===== src/rtl/relogio_bcd_param.sv =====
`default_nettype none
// ============================================================================
// Module   : relogio_bcd_param
// Purpose  : BCD time-of-day clock with a prescaler, 12h/24h display, validated load and strobes.
//            Optional alarm is built when RELOGIO_ALARM_EN is defined.
// Revision : 1.0 - initial release
// ============================================================================
module relogio_bcd_param #(
    parameter int TICKS_PER_SEC = 50000000,
    parameter int PRE_W         = $clog2(TICKS_PER_SEC) + 1
) (
    input  logic       clk,
    input  logic       reset,
    input  logic       en,
    input  logic       mode_12h,
    input  logic       load,
    input  logic [7:0] set_hh,
    input  logic [7:0] set_mm,
    input  logic [7:0] set_ss,
`ifdef RELOGIO_ALARM_EN
    input  logic       alarm_set,
    input  logic [7:0] alarm_hh,
    input  logic [7:0] alarm_mm,
    output logic       alarm,
`endif
    output logic [7:0] hh_bcd,
    output logic [7:0] mm_bcd,
    output logic [7:0] ss_bcd,
    output logic       pm,
    output logic       sec_pulse,
    output logic       day_pulse,
    output logic       load_err
);

    localparam logic [PRE_W-1:0] c_PRE_LAST = PRE_W'(TICKS_PER_SEC - 1);

    logic [PRE_W-1:0] r_pre;
    logic [7:0]       r_hh;
    logic [7:0]       r_mm;
    logic [7:0]       r_ss;
    logic             r_sec_pulse;
    logic             r_day_pulse;
    logic             r_load_err;

    logic [7:0]       w_hh_nx;
    logic [7:0]       w_mm_nx;
    logic [7:0]       w_ss_nx;
    logic             w_day_wrap;
    logic             w_tick_due;
    logic             w_tick_fire;
    logic             w_load_ok;
    logic             w_aset_err;
    logic [4:0]       w_hh_bin;
    logic [4:0]       w_hh_12;
    logic [7:0]       w_hh_12_bcd;

    function automatic logic digit_ok(input logic [7:0] v, input logic [3:0] max_tens);
        return (v[3:0] <= 4'd9) && (v[7:4] <= max_tens);
    endfunction

    function automatic logic hour_ok(input logic [7:0] v);
        return digit_ok(v, 4'd2) && (v <= 8'h23);
    endfunction

    assign w_load_ok   = hour_ok(set_hh) && digit_ok(set_mm, 4'd5) && digit_ok(set_ss, 4'd5);
    assign w_tick_due  = (r_pre == c_PRE_LAST);
    assign w_tick_fire = en && !load && w_tick_due;

    // Ripple-carry through the six BCD digits; hours roll over only at 23.
    always_comb begin
        w_ss_nx    = r_ss;
        w_mm_nx    = r_mm;
        w_hh_nx    = r_hh;
        w_day_wrap = 1'b0;
        if (r_ss[3:0] != 4'd9) begin
            w_ss_nx[3:0] = r_ss[3:0] + 4'd1;
        end else begin
            w_ss_nx[3:0] = 4'd0;
            if (r_ss[7:4] != 4'd5) begin
                w_ss_nx[7:4] = r_ss[7:4] + 4'd1;
            end else begin
                w_ss_nx[7:4] = 4'd0;
                if (r_mm[3:0] != 4'd9) begin
                    w_mm_nx[3:0] = r_mm[3:0] + 4'd1;
                end else begin
                    w_mm_nx[3:0] = 4'd0;
                    if (r_mm[7:4] != 4'd5) begin
                        w_mm_nx[7:4] = r_mm[7:4] + 4'd1;
                    end else begin
                        w_mm_nx[7:4] = 4'd0;
                        if (r_hh == 8'h23) begin
                            w_hh_nx    = 8'h00;
                            w_day_wrap = 1'b1;
                        end else if (r_hh[3:0] == 4'd9) begin
                            w_hh_nx[3:0] = 4'd0;
                            w_hh_nx[7:4] = r_hh[7:4] + 4'd1;
                        end else begin
                            w_hh_nx[3:0] = r_hh[3:0] + 4'd1;
                        end
                    end
                end
            end
        end
    end

    always_ff @(posedge clk or posedge reset) begin
        if (reset) begin
            r_pre       <= '0;
            r_hh        <= 8'h00;
            r_mm        <= 8'h00;
            r_ss        <= 8'h00;
            r_sec_pulse <= 1'b0;
            r_day_pulse <= 1'b0;
            r_load_err  <= 1'b0;
        end else begin
            r_sec_pulse <= 1'b0;
            r_day_pulse <= 1'b0;
            r_load_err  <= (load && !w_load_ok) || w_aset_err;
            // A load, valid or not, pre-empts the prescaler for this cycle.
            if (load) begin
                if (w_load_ok) begin
                    r_hh  <= set_hh;
                    r_mm  <= set_mm;
                    r_ss  <= set_ss;
                    r_pre <= '0;
                end
            end else if (en) begin
                if (w_tick_due) begin
                    r_pre       <= '0;
                    r_hh        <= w_hh_nx;
                    r_mm        <= w_mm_nx;
                    r_ss        <= w_ss_nx;
                    r_sec_pulse <= 1'b1;
                    r_day_pulse <= w_day_wrap;
                end else begin
                    r_pre <= r_pre + PRE_W'(1);
                end
            end
        end
    end

`ifdef RELOGIO_ALARM_EN
    logic [7:0] r_alarm_hh;
    logic [7:0] r_alarm_mm;
    logic       r_armed;
    logic       r_alarm;
    logic       w_aset_ok;

    assign w_aset_ok  = hour_ok(alarm_hh) && digit_ok(alarm_mm, 4'd5);
    assign w_aset_err = alarm_set && !w_aset_ok;

    always_ff @(posedge clk or posedge reset) begin
        if (reset) begin
            r_alarm_hh <= 8'h00;
            r_alarm_mm <= 8'h00;
            r_armed    <= 1'b0;
            r_alarm    <= 1'b0;
        end else if (alarm_set && w_aset_ok) begin
            r_alarm_hh <= alarm_hh;
            r_alarm_mm <= alarm_mm;
            r_armed    <= 1'b1;
            r_alarm    <= 1'b0;
        end else if (w_tick_fire && r_armed &&
                     ({w_hh_nx, w_mm_nx, w_ss_nx} == {r_alarm_hh, r_alarm_mm, 8'h00})) begin
            r_alarm <= 1'b1;
        end
    end

    assign alarm = r_alarm;
`else
    assign w_aset_err = 1'b0;
`endif

    // 12h view: 0 -> 12, 13..23 -> 1..11; the stored hour is always 24h.
    assign w_hh_bin = (5'(r_hh[7:4]) * 5'd10) + 5'(r_hh[3:0]);

    always_comb begin
        w_hh_12 = w_hh_bin;
        if (w_hh_bin == 5'd0) begin
            w_hh_12 = 5'd12;
        end else if (w_hh_bin > 5'd12) begin
            w_hh_12 = w_hh_bin - 5'd12;
        end
        if (w_hh_12 >= 5'd10) begin
            w_hh_12_bcd = {4'd1, 4'(w_hh_12 - 5'd10)};
        end else begin
            w_hh_12_bcd = {4'd0, w_hh_12[3:0]};
        end
    end

    assign hh_bcd    = mode_12h ? w_hh_12_bcd : r_hh;
    assign pm        = mode_12h && (r_hh >= 8'h12);
    assign mm_bcd    = r_mm;
    assign ss_bcd    = r_ss;
    assign sec_pulse = r_sec_pulse;
    assign day_pulse = r_day_pulse;
    assign load_err  = r_load_err;

endmodule
`default_nettype wire


===== config.mk =====
export PLATFORM = sky130hd
export DESIGN_NAME = relogio_bcd_param
export DESIGN_NICKNAME = d
export VERILOG_FILES = /design/src/rtl/relogio_bcd_param.sv
export SDC_FILE = /design/constraint.sdc
export NUM_CORES = 1
export LEC_CHECK = 0
export BUFFER_PORTS_ARGS = -buffer_cell sky130_fd_sc_hd__buf_4
export CAP_MARGIN = 20
export CORE_ASPECT_RATIO = 0.8
export CORE_UTILIZATION = 30
export CTS_BUF_LIST = sky130_fd_sc_hd__clkbuf_4
export DETAILED_ROUTE_END_ITERATION = 16
export MAX_ROUTING_LAYER = met4
export PLACE_DENSITY = 0.6
export SETUP_SLACK_MARGIN = 0.3
export SYNTH_ARGS = -nofsm -noshare
export SYNTH_HDL_FRONTEND = slang
export SYNTH_SLANG_ARGS = --single-unit

===== constraint.sdc =====
create_clock -name clk -period 5.22 [get_ports clk]
set_clock_uncertainty 0.05 [all_clocks]
set_input_delay 0 -clock clk [delete_from_list [all_inputs] [get_ports clk]]
set_output_delay 0 -clock clk [all_outputs]
set_load 0.01 [all_outputs]

==> impl_metrics.tcl, run 1 <==
set metrics [dict create \
    drv_cap 0 \
    place_ws_ns 1.93 \
    worst_pin_slew_ns 0.833 \
    synth_cell_types 65 \
    num_rows 35 \
    start_util 0.314 \
    syn_to_final_growth_pct 23.1 \
    cts-resized-gates 0 \
    nets 552 \
    cts.sinks 54 \
    crit_type "register to primary output" \
    routed-via-count 3542 \
    hold_depth 3 \
    cts_tree "done" \
    period_share 0.732 \
    vias_per_cell 5.38 \
    fin_ws_ns 1.40 \
    cts_buffers 5 \
    dp_hpwl_mm 7.41 \
    drc 0 \
    ant_nets 0 \
    first_pass_iters 4 \
    core_area_mm2 0.0118 \
    power_switching_w 0.000725 \
    r2r_cells 7 \
    required_ns 5.17 \
    die_x_um 126 \
    dieArea_mm2 0.0128 \
    p_sw_frac 0.437 \
    clockRootBuffer "clkbuf_4" \
    p_clk_frac 0.115 \
    grt_pass1_vias 3293 \
    p_leak_nw 1.99 \
    grt_max_degree 55 \
    finalSetupTns_ns 0 \
    placed_cell_area_mm2 0.00426 \
    synth.avg_cell_area_um2 8.43 \
    fp.dieH_um 101 \
    synth_top_family_by_area "simple AND/OR/NAND/NOR gates" \
    postLayoutCellArea_mm2 0.00456 \
    ys_seq_area_frac 0.365 \
    end_kind "primary output" \
    reg2reg_to "r_pre[25]" \
    period_needed_ns 3.82 \
    worstPathMaxFanout 8 \
    power.internal_w 0.000932 \
    r2r_slack_ns 2.34 \
    ir_worst_vdd_mv 0.178 \
    htreeDepth 2 \
    synth_simple_gate_area_frac 0.283 \
    slew_headroom 0.445 \
    ys_warn_count 0 \
    clock_latency_ns 0.39 \
    synth_seq_cells 54 \
    synthAdderAreaFrac 0.0494 \
    final_layout_size_suffix_gt1_frac 0.155 \
    synth_edf_count 0 \
    io_buffer_count 56 \
    wl_per_cell_um 15.5 \
    grt_antenna_before_repair 0 \
    power.density_mw_per_mm2 363 \
    status "finished, final reports clean" \
    p_total_w 0.00166 \
    hold_class "input port to register" \
    p_seq_frac 0.359 \
    startpoint_type "register" \
    initialDrtViolationCount 179 \
    p_comb_frac 0.526 \
    path_clk_slew_ns 0.17 \
    hold_end "r_hh[7]" \
    synth-compound-area-share 0.186 \
    hp-start "load" \
    worst_ep_arrival_time_ns 3.77 \
    fmax_ghz 0.262 \
    finalHoldViolCount 0 \
    rsz0062_at_grt "false" \
    ios 57 \
    drt-total-wl_mm 10.2 \
    syn-cell-area_mm2 0.00370 \
    synth_xor_area_frac 0.0605 \
    final_cell_mix "buf_4 (58), dfrtp_1 (54), nor2_1 (51)" \
    setup_viol 0 \
    fillers 1200 \
    synth.area.mux_share 0.0139 \
    synth_nets 482 \
    synth_ff_type "dfrtp_1" \
    layout_commonest_cell "buf_4" \
    track_usage 0.170 \
    grt-ovfl-total 0 \
    place_congestion 0.870 \
    slew_violations 0 \
    max-clock-path-buffers 2 \
    timing.rr.start "r_pre[0]" \
    antenna_cells 0 \
    grt_first_pass_wirelength_mm 17.0 \
    synthCells 439 \
    async_flop_share 1.00 \
    hold_ws_ns 0.102 \
]
[worst max-delay path, stage by stage, from the launching register on]
cell and delay [ns]:
dfrtp_1 0.51, ha_1 0.34, ha_1 0.33, a21oi_1 0.09
a21oi_1 0.42, o21ai_0 0.26, a2bb2oi_1 0.32, ha_1 0.26
inv_1 0.09, a31o_2 0.21, a21oi_1 0.20, o311ai_0 0.16
buf_4 0.18
[sequential cells by signal, summed over array words and instances, names as in the netlist]
register,count
sec_pulse,1
ss_bcd,8
r_pre,27
load_err,1
mm_bcd,8
r_hh,8
day_pulse,1
[per-layer routing]
metal	global-route usage	wire length [µm]
met5	-	0
met4	0.0389	86
met3	0.0180	337
met2	0.255	4350
met1	0.244	5400
[power by group through the flow]
stage	Combinational, W	Sequential [W]	Clock (W)
after CTS	0.000863	0.000592	0.000201
after global placement	0.000811	0.000595	0
after global routing	0.000954	0.000611	0.000214
final	0.000871	0.000595	0.000191
after detailed placement	0.000843	0.000601	0
after floorplan	0.000582	0.000574	0
[metrics by stage]
stage	utilization	instances
2_1_floorplan	-	439
4_1_cts	0.387	658
5_1_grt	0.387	658
6_report	0.387	658
3_5_place_dp	0.362	626
3_3_place_gp	0.362	626
[worst max path at each step]
stage	start	end
after detailed placement	r_hh[4]	hh_bcd[2]
final	r_hh[4]	hh_bcd[2]
after CTS	r_hh[4]	hh_bcd[2]
after floorplan	r_hh[4]	hh_bcd[1]
after global placement	r_hh[1]	hh_bcd[2]
after global routing	r_hh[4]	hh_bcd[2]
[cells by family after synthesis]
logic type | after synthesis
AND/OR/NAND/NOR | 192
AO/OA/AOI/OAI | 109
flip-flops | 54
buffers and inverters | 41
XOR/XNOR | 24
adder cells (fa/ha/maj) | 14
multiplexers | 5
[final cells by class]
cell class | count | area (µm²) | share of cell area
flip-flops and latches | 54 | 1350 | 0.297
repair buffers | 82 | 676 | 0.148
well taps | 148 | 185 | 0.0406
inverters | 22 | 82.6 | 0.0181
clock inverters | 2 | 8.76 | 0.00192
multi-input cells | 344 | 2210 | 0.485
clock buffers | 6 | 45.0 | 0.00988
[synth_stat cells, types with 3 or more instances]
cell type  instances  share of area
nand4_1           20          0.034
nor3_1            12          0.016
o21ai_0           30          0.041
ha_1              13          0.044
dfrtp_1           54           0.37
and2_1             5         0.0085
nor3b_1            3         0.0061
a21oi_1           32          0.043
and3_1             7          0.012
clkbuf_1          14          0.014
nor4bb_1           3         0.0081
or2_2              3         0.0051
o21a_1             3         0.0061
nor2_1            51          0.052
xor2_1            21          0.050
nor4_1             3         0.0051
inv_1             22          0.022
nor2b_1           10          0.017
mux2i_1            4          0.011
nand3_1           20          0.027
or3_1              5         0.0085
o21ai_1            4         0.0054
a2bb2oi_1          3         0.0071
and4_1             3         0.0071
o31ai_1            6          0.012
nand2_1           31          0.031
buf_1              4         0.0041
[repair_timing]
action / CTS / global route
setup buffers: 0 / 0
hold buffers: 24 / 0
endpoints found under the hold margin: 77 / 0
Power figures use the tool's default switching activity.
==> run 2, diff against run 1 <==
Clock period 5.22 ns to 3.96 ns, I/O delays scaled along.
==> run 2 against run 1 <==
Effect of this change:
- total power is 42% higher
- design area is 2.5% higher
- utilization is 0.97 points higher
- worst hold slack better by 0.014 ns
- clock power is 71% higher
- sequential share of layout area is 0.64 points lower
- critical path depth stayed put
- critical endpoint unchanged
- largest power group unchanged
==> impl_metrics.tcl, run 2 (synthesized netlist as in run 1, its figures left out) <==
set metrics [dict create \
    io_buffer_count 56 \
    finalHoldViolCount 0 \
    required_ns 3.91 \
    cpMostUsedCell "ha_1" \
    ir_worst_vdd_mv 0.263 \
    clockRootBuffer "clkbuf_4" \
    fmax_ghz 0.291 \
    routed-via-count 3570 \
    place_congestion 0.885 \
    hold_end "ss_bcd[0]" \
    fin_ws_ns 0.527 \
    fp.dieH_um 101 \
    instances_no_fill 663 \
    cp_slowest_cell "dfrtp_2" \
    path_clk_slew_ns 0.15 \
    crit_type "register to primary output" \
    track_usage 0.168 \
    dp_hpwl_mm 7.32 \
    grt_first_pass_wirelength_mm 16.9 \
    r2r_slack_ns 1.17 \
    end_kind "primary output" \
    finalSetupTns_ns 0 \
    drv_cap 0 \
    clock_latency_ns 0.38 \
    drc 0 \
    slew_headroom 0.490 \
    regMostFlops "r_pre" \
    start_util 0.314 \
    ios 57 \
    antenna_cells 0 \
    status "finished, final reports clean" \
    first_pass_iters 4 \
    nets 557 \
    hp-start "load" \
    vias_per_cell 5.38 \
    largest_register_ffs 27 \
    period_needed_ns 3.43 \
    grt_pass1_vias 3328 \
    startpoint_type "register" \
    worstPathMaxFanout 7 \
    num_rows 35 \
    core_area_mm2 0.0118 \
    cts_tree "done" \
    grt_max_degree 55 \
    period_share 0.867 \
    r2r_cells 6 \
    setup_viol 0 \
    p_seq_frac 0.331 \
    power.internal_w 0.00135 \
    layout_commonest_cell "buf_4" \
    slew_violations 0 \
    p_sw_frac 0.427 \
    fillers 1174 \
    syn_to_final_growth_pct 26.2 \
    dp_cells 628 \
    initialDrtViolationCount 237 \
    worstPathCellList "ha_1 -> ha_1 -> nand3_1 -> and3_2 -> nor2_1 -> a2bb2oi_2 -> ha_1 -> inv_1 -> a31o_2 -> a21oi_1 -> o311ai_1 -> buf_4" \
    worst_ep_arrival_time_ns 3.38 \
    worst_pin_slew_ns 0.755 \
    place_ws_ns 0.734 \
    wl_per_cell_um 15.3 \
    p_comb_frac 0.531 \
    dieArea_mm2 0.0128 \
    max-clock-path-buffers 2 \
    worst_path_largest_cell_delay_ns 0.49 \
    hold_depth 3 \
    drt-total-wl_mm 10.2 \
    grt_antenna_before_repair 0 \
    p_leak_nw 2.03 \
    grt-ovfl-total 0 \
    cts.sinks 54 \
    die_x_um 126 \
    reg2reg_to "r_hh[5]" \
    rsz0062_at_grt "false" \
    p_clk_frac 0.138 \
    final_layout_size_suffix_gt1_frac 0.186 \
    ant_nets 0 \
    power.density_mw_per_mm2 505 \
    power_switching_w 0.00101 \
    htreeDepth 2 \
    timing.rr.start "r_pre[16]" \
    hold_class "input port to register" \
    cts_buffers 5 \
    final_cell_mix "buf_4 (63), nor2_1 (51), dfrtp_1 (51)" \
]
## run 2: changes by cell type in the layout (fill, tap and decap cells not counted), sizes merged
| cell | before | now |
|---|---|---|
| clkinvlp | 0 | 1 |
| bufinv | 0 | 1 |
| buf | 58 | 63 |
| clkinv | 2 | 0 |
## run 2: power groups by stage
stage	sequential, W	clock, W	combinational [W]
2_1_floorplan	0.000756	0	0.000768
3_3_place_gp	0.000783	0	0.00107
3_5_place_dp	0.000790	0	0.00111
4_1_cts	0.000781	0.000335	0.00114
5_1_grt	0.000801	0.000361	0.00138
6_report	0.000779	0.000326	0.00125
## run 2: cell type report
type / count / area, µm² / share of cell area
clock buffers: 6 / 45.0 / 0.00964
clock inverters: 2 / 37.5 / 0.00804
inverters: 22 / 82.6 / 0.0177
multi-input cells: 344 / 2250 / 0.482
flip-flops and latches: 54 / 1360 / 0.290
well taps: 148 / 185 / 0.0396
repair buffers: 87 / 713 / 0.153
## run 2: worst max-delay path by stage
stage	startpoint	endpoint	slack [ns]
4_1_cts	r_hh[4]	hh_bcd[2]	0.32
2_1_floorplan	r_hh[4]	hh_bcd[1]	1.06
3_3_place_gp	r_hh[1]	hh_bcd[2]	0.92
6_report	r_hh[6]	hh_bcd[2]	0.53
3_5_place_dp	r_hh[4]	hh_bcd[2]	0.73
5_1_grt	r_hh[6]	hh_bcd[2]	0.31
## run 2: routing by layer
layer,part of all wire,wire (µm),GRT usage,up-vias
met5,0,0,-,-
met1,0.52,5290,0.242,1708
li1,-,-,-,1752
met4,0.010,104,0.0371,0
met3,0.043,442,0.0254,15
met2,0.43,4340,0.249,95
## run 2: repair_timing
action                                  in CTS  in global routing
cloned                                       0                  0
resized for setup                            2                 12
endpoints found under the setup margin       2                  3
endpoints found under the hold margin       77                  0
hold buffers                                24                  0
buffers inserted                             0                  3
## run 2: worst max-delay path, delay by kind of cell (launching register included)
| kind | cells | cell delay, ns |
|---|---|---|
| compound gates | 4 | 0.75 |
| fa+ha+maj | 3 | 0.87 |
| buf+inv | 2 | 0.25 |
| flops | 1 | 0.49 |
| simple gates | 3 | 0.66 |
## run 2: per-stage QoR
| stage | power [W] | hold WS (ns) | cell area (µm²) | utilization |
|---|---|---|---|---|
| 2_1_floorplan | 0.00152 | -0.00708 | 3700 | - |
| 3_3_place_gp | 0.00185 | 0.198 | 4280 | 0.363 |
| 3_5_place_dp | 0.00190 | 0.204 | 4280 | 0.363 |
| 4_1_cts | 0.00226 | 0.100 | 4610 | 0.391 |
| 5_1_grt | 0.00254 | 0.122 | 4670 | 0.396 |
| 6_report | 0.00236 | 0.115 | 4670 | 0.396 |
==> run 3, diff against run 2 <==
Settings changed: ABC_AREA from default to 1, PLACE_DENSITY 0.6 to 0.59, SLEW_MARGIN from default to 20.
==> run 3 against run 2 <==
Effect of this change:
- fmax up 1.1%
- utilization shrank 1.3 points
- area after synthesis up 9.1%
- non-clock buffer count grew 1
- critical path type unchanged
- critical endpoint unchanged
- largest cell class unchanged
- highest routed layer unchanged
==> impl_metrics.tcl, run 3 <==
set metrics [dict create \
    fmax_ghz 0.295 \
    slew_violations 0 \
    grt_pass1_vias 3907 \
    place_congestion 0.917 \
    grtUsageMet3 0.0207 \
    synth_cell_types 38 \
    regMostFlops "r_pre" \
    r2r_slack_ns 1.28 \
    synth_seq_cells 54 \
    p_leak_nw 2.32 \
    clockRootBuffer "clkbuf_4" \
    synth_most_common_cell "nand2_1" \
    yosys.area.top_type "dfrtp_1" \
    synth_top_area_frac 0.335 \
    use_met2 0.252 \
    postLayoutCellArea_mm2 0.00499 \
    worstPathCellList "ha_1 -> fa_1 -> xor2_2 -> inv_1 -> ha_1 -> nand2_1 -> inv_1 -> nand2_1 -> nand2_1 -> nor2_2 -> ha_1 -> inv_1 -> nand2_1 -> nand3_1 -> nand2_1 -> inv_1 -> a21oi_1 -> buf_4" \
    period_share 0.857 \
    setup_viol 0 \
    hold_class "input port to primary output" \
    initialDrtViolationCount 277 \
    cpMostUsedCell "nand2_1" \
    hold_ws_ns 0.304 \
    async_flop_share 1.00 \
    period_needed_ns 3.39 \
    drc 0 \
    end_kind "primary output" \
    ios 57 \
    finalHoldViolCount 0 \
    ir_worst_vdd_mv 0.168 \
    final_layout_size_suffix_gt1_frac 0.137 \
    worst_ep_arrival_time_ns 3.34 \
    required_ns 3.91 \
    drt-total-wl_mm 11.2 \
    synth.avg_cell_area_um2 6.95 \
    cts_buffers 5 \
    routed-via-count 4152 \
    wl_per_cell_um 13.3 \
    ys_warn_count 0 \
    grt_busiest_layer "met2" \
    dp_hpwl_mm 8.24 \
    timing.rr.start "r_pre[0]" \
    core_area_mm2 0.0130 \
    syn_to_final_growth_pct 23.5 \
    use_met1 0.242 \
    hold_depth 3 \
    io_buffer_count 56 \
    start_util 0.310 \
    instances_no_fill 837 \
    syn-cell-area_mm2 0.00404 \
    synth_area_leaders "dfrtp_1 (33%), nand2_1 (13%), inv_1 (6.8%)" \
    cts_tree "done" \
    cpLargestDelayFamily "adder cells" \
    worst_path_largest_cell_delay_ns 0.50 \
    drv_cap 0 \
    ys_seq_area_frac 0.335 \
    r2r_cells 12 \
    cp-startpoint "r_hh[4]" \
    layout_commonest_cell "nand2_1" \
    ant_nets 0 \
    crit_type "register to primary output" \
    fp.dieH_um 106 \
    vias_per_cell 4.96 \
    endpoint "hh_bcd[2]" \
    reg2reg_to "ss_bcd[1]" \
    grt_first_pass_wirelength_mm 18.8 \
    synth_edf_count 0 \
    cp.depth 18 \
    clock_latency_ns 0.38 \
    place_ws_ns 0.952 \
    ys_top_cells_by_count "nand2_1 (139), inv_1 (73), nor2_1 (56), dfrtp_1 (54), nand3_1 (46)" \
    largest_register_ffs 27 \
    worst_pin_slew_ns 0.699 \
    grt-ovfl-total 0 \
    nets 704 \
    track_usage 0.169 \
    worstPathMaxFanout 8 \
    cp_num_buf_inv 5 \
    first_pass_iters 4 \
    finalSetupTns_ns 0 \
    dieArea_mm2 0.0139 \
    synth_ff_type "dfrtp_1" \
    synthCells 581 \
    die_x_um 132 \
    fin_ws_ns 0.566 \
    htreeDepth 2 \
    max-clock-path-buffers 2 \
    startpoint_type "register" \
    num_rows 37 \
    grt_antenna_before_repair 0 \
    path_clk_slew_ns 0.16 \
    antenna_cells 0 \
    synth_nets 624 \
    power.density_mw_per_mm2 362 \
    final_cell_mix "nand2_1 (139), inv_1 (72), buf_4 (60)" \
    placed_cell_area_mm2 0.00465 \
    grt_max_degree 55 \
    rsz0062_at_grt "false" \
    cts.sinks 54 \
    hp-start "mode_12h" \
    slew_headroom 0.534 \
    dp_cells 801 \
    status "finished, final reports clean" \
    cp_slowest_cell "dfrtp_1" \
]
==> run 3: cell types whose count changed after synthesis, moves of 11 or more <==
| cell | change |
|---|---|
| nand2_1 | +108 |
| inv_1 | +51 |
| nand3_1 | +26 |
| a21oi_1 | -12 |
| o21ai_1 | +12 |
| nor4_1 | +11 |
==> run 3: layer usage <==
metal / up-vias / wire [µm]
met5: - / 0
met4: 0 / 113
met3: 15 / 573
met2: 140 / 4760
met1: 1915 / 5700
li1: 2082 / -
==> run 3: cell families after synthesis <==
kind of cell	Yosys count	share of synthesized area
simple gates	311	0.365
xor+xnor	23	0.0499
fa+ha+maj	14	0.0452
flops	54	0.335
buf+inv	92	0.0870
compound gates	87	0.119
==> run 3: final cells by class <==
type / instances / area [µm²]
fill: 1361 / 8020
multi-input combinational: 435 / 2340
sequential: 54 / 1350
timing repair buffer: 88 / 731
inverter: 77 / 289
tap: 175 / 219
clock buffer: 5 / 37.5
clock inverter: 3 / 16.3
==> run 3: worst min-delay path by stage <==
stage	end	slack, ns
finish	hh_bcd[6]	0.30
global route	hh_bcd[7]	0.32
CTS	hh_bcd[6]	0.30
detailed placement	r_hh[0]	0.20
global placement	ss_bcd[1]	0.20
floorplan	ss_bcd[1]	0.1
==> run 3: stage by stage <==
stage | power (W) | util
after floorplan | 0.00124 | -
after global placement | 0.00149 | 0.357
after detailed placement | 0.00153 | 0.357
after CTS | 0.00181 | 0.383
after global routing | 0.00196 | 0.383
final | 0.00180 | 0.383
==> run 3: timing repair <==
item / 4_1_cts / 5_1_grt
setup endpoints to repair: 0 / 2
buffers inserted: 0 / 0
resized for setup: 0 / 1
hold endpoints to repair: 84 / 0
hold buffers: 28 / 0
==> run 3: tightest hold or removal path: stages <==
cell and delay (ns):
buf_4 0.16, nor2_1 0.06, buf_4 0.13
==> run 3: power by group <==
group	switching, W	internal [W]
clock network	0.000183	0.0000667
registers	0.000119	0.000626
logic	0.000463	0.000347
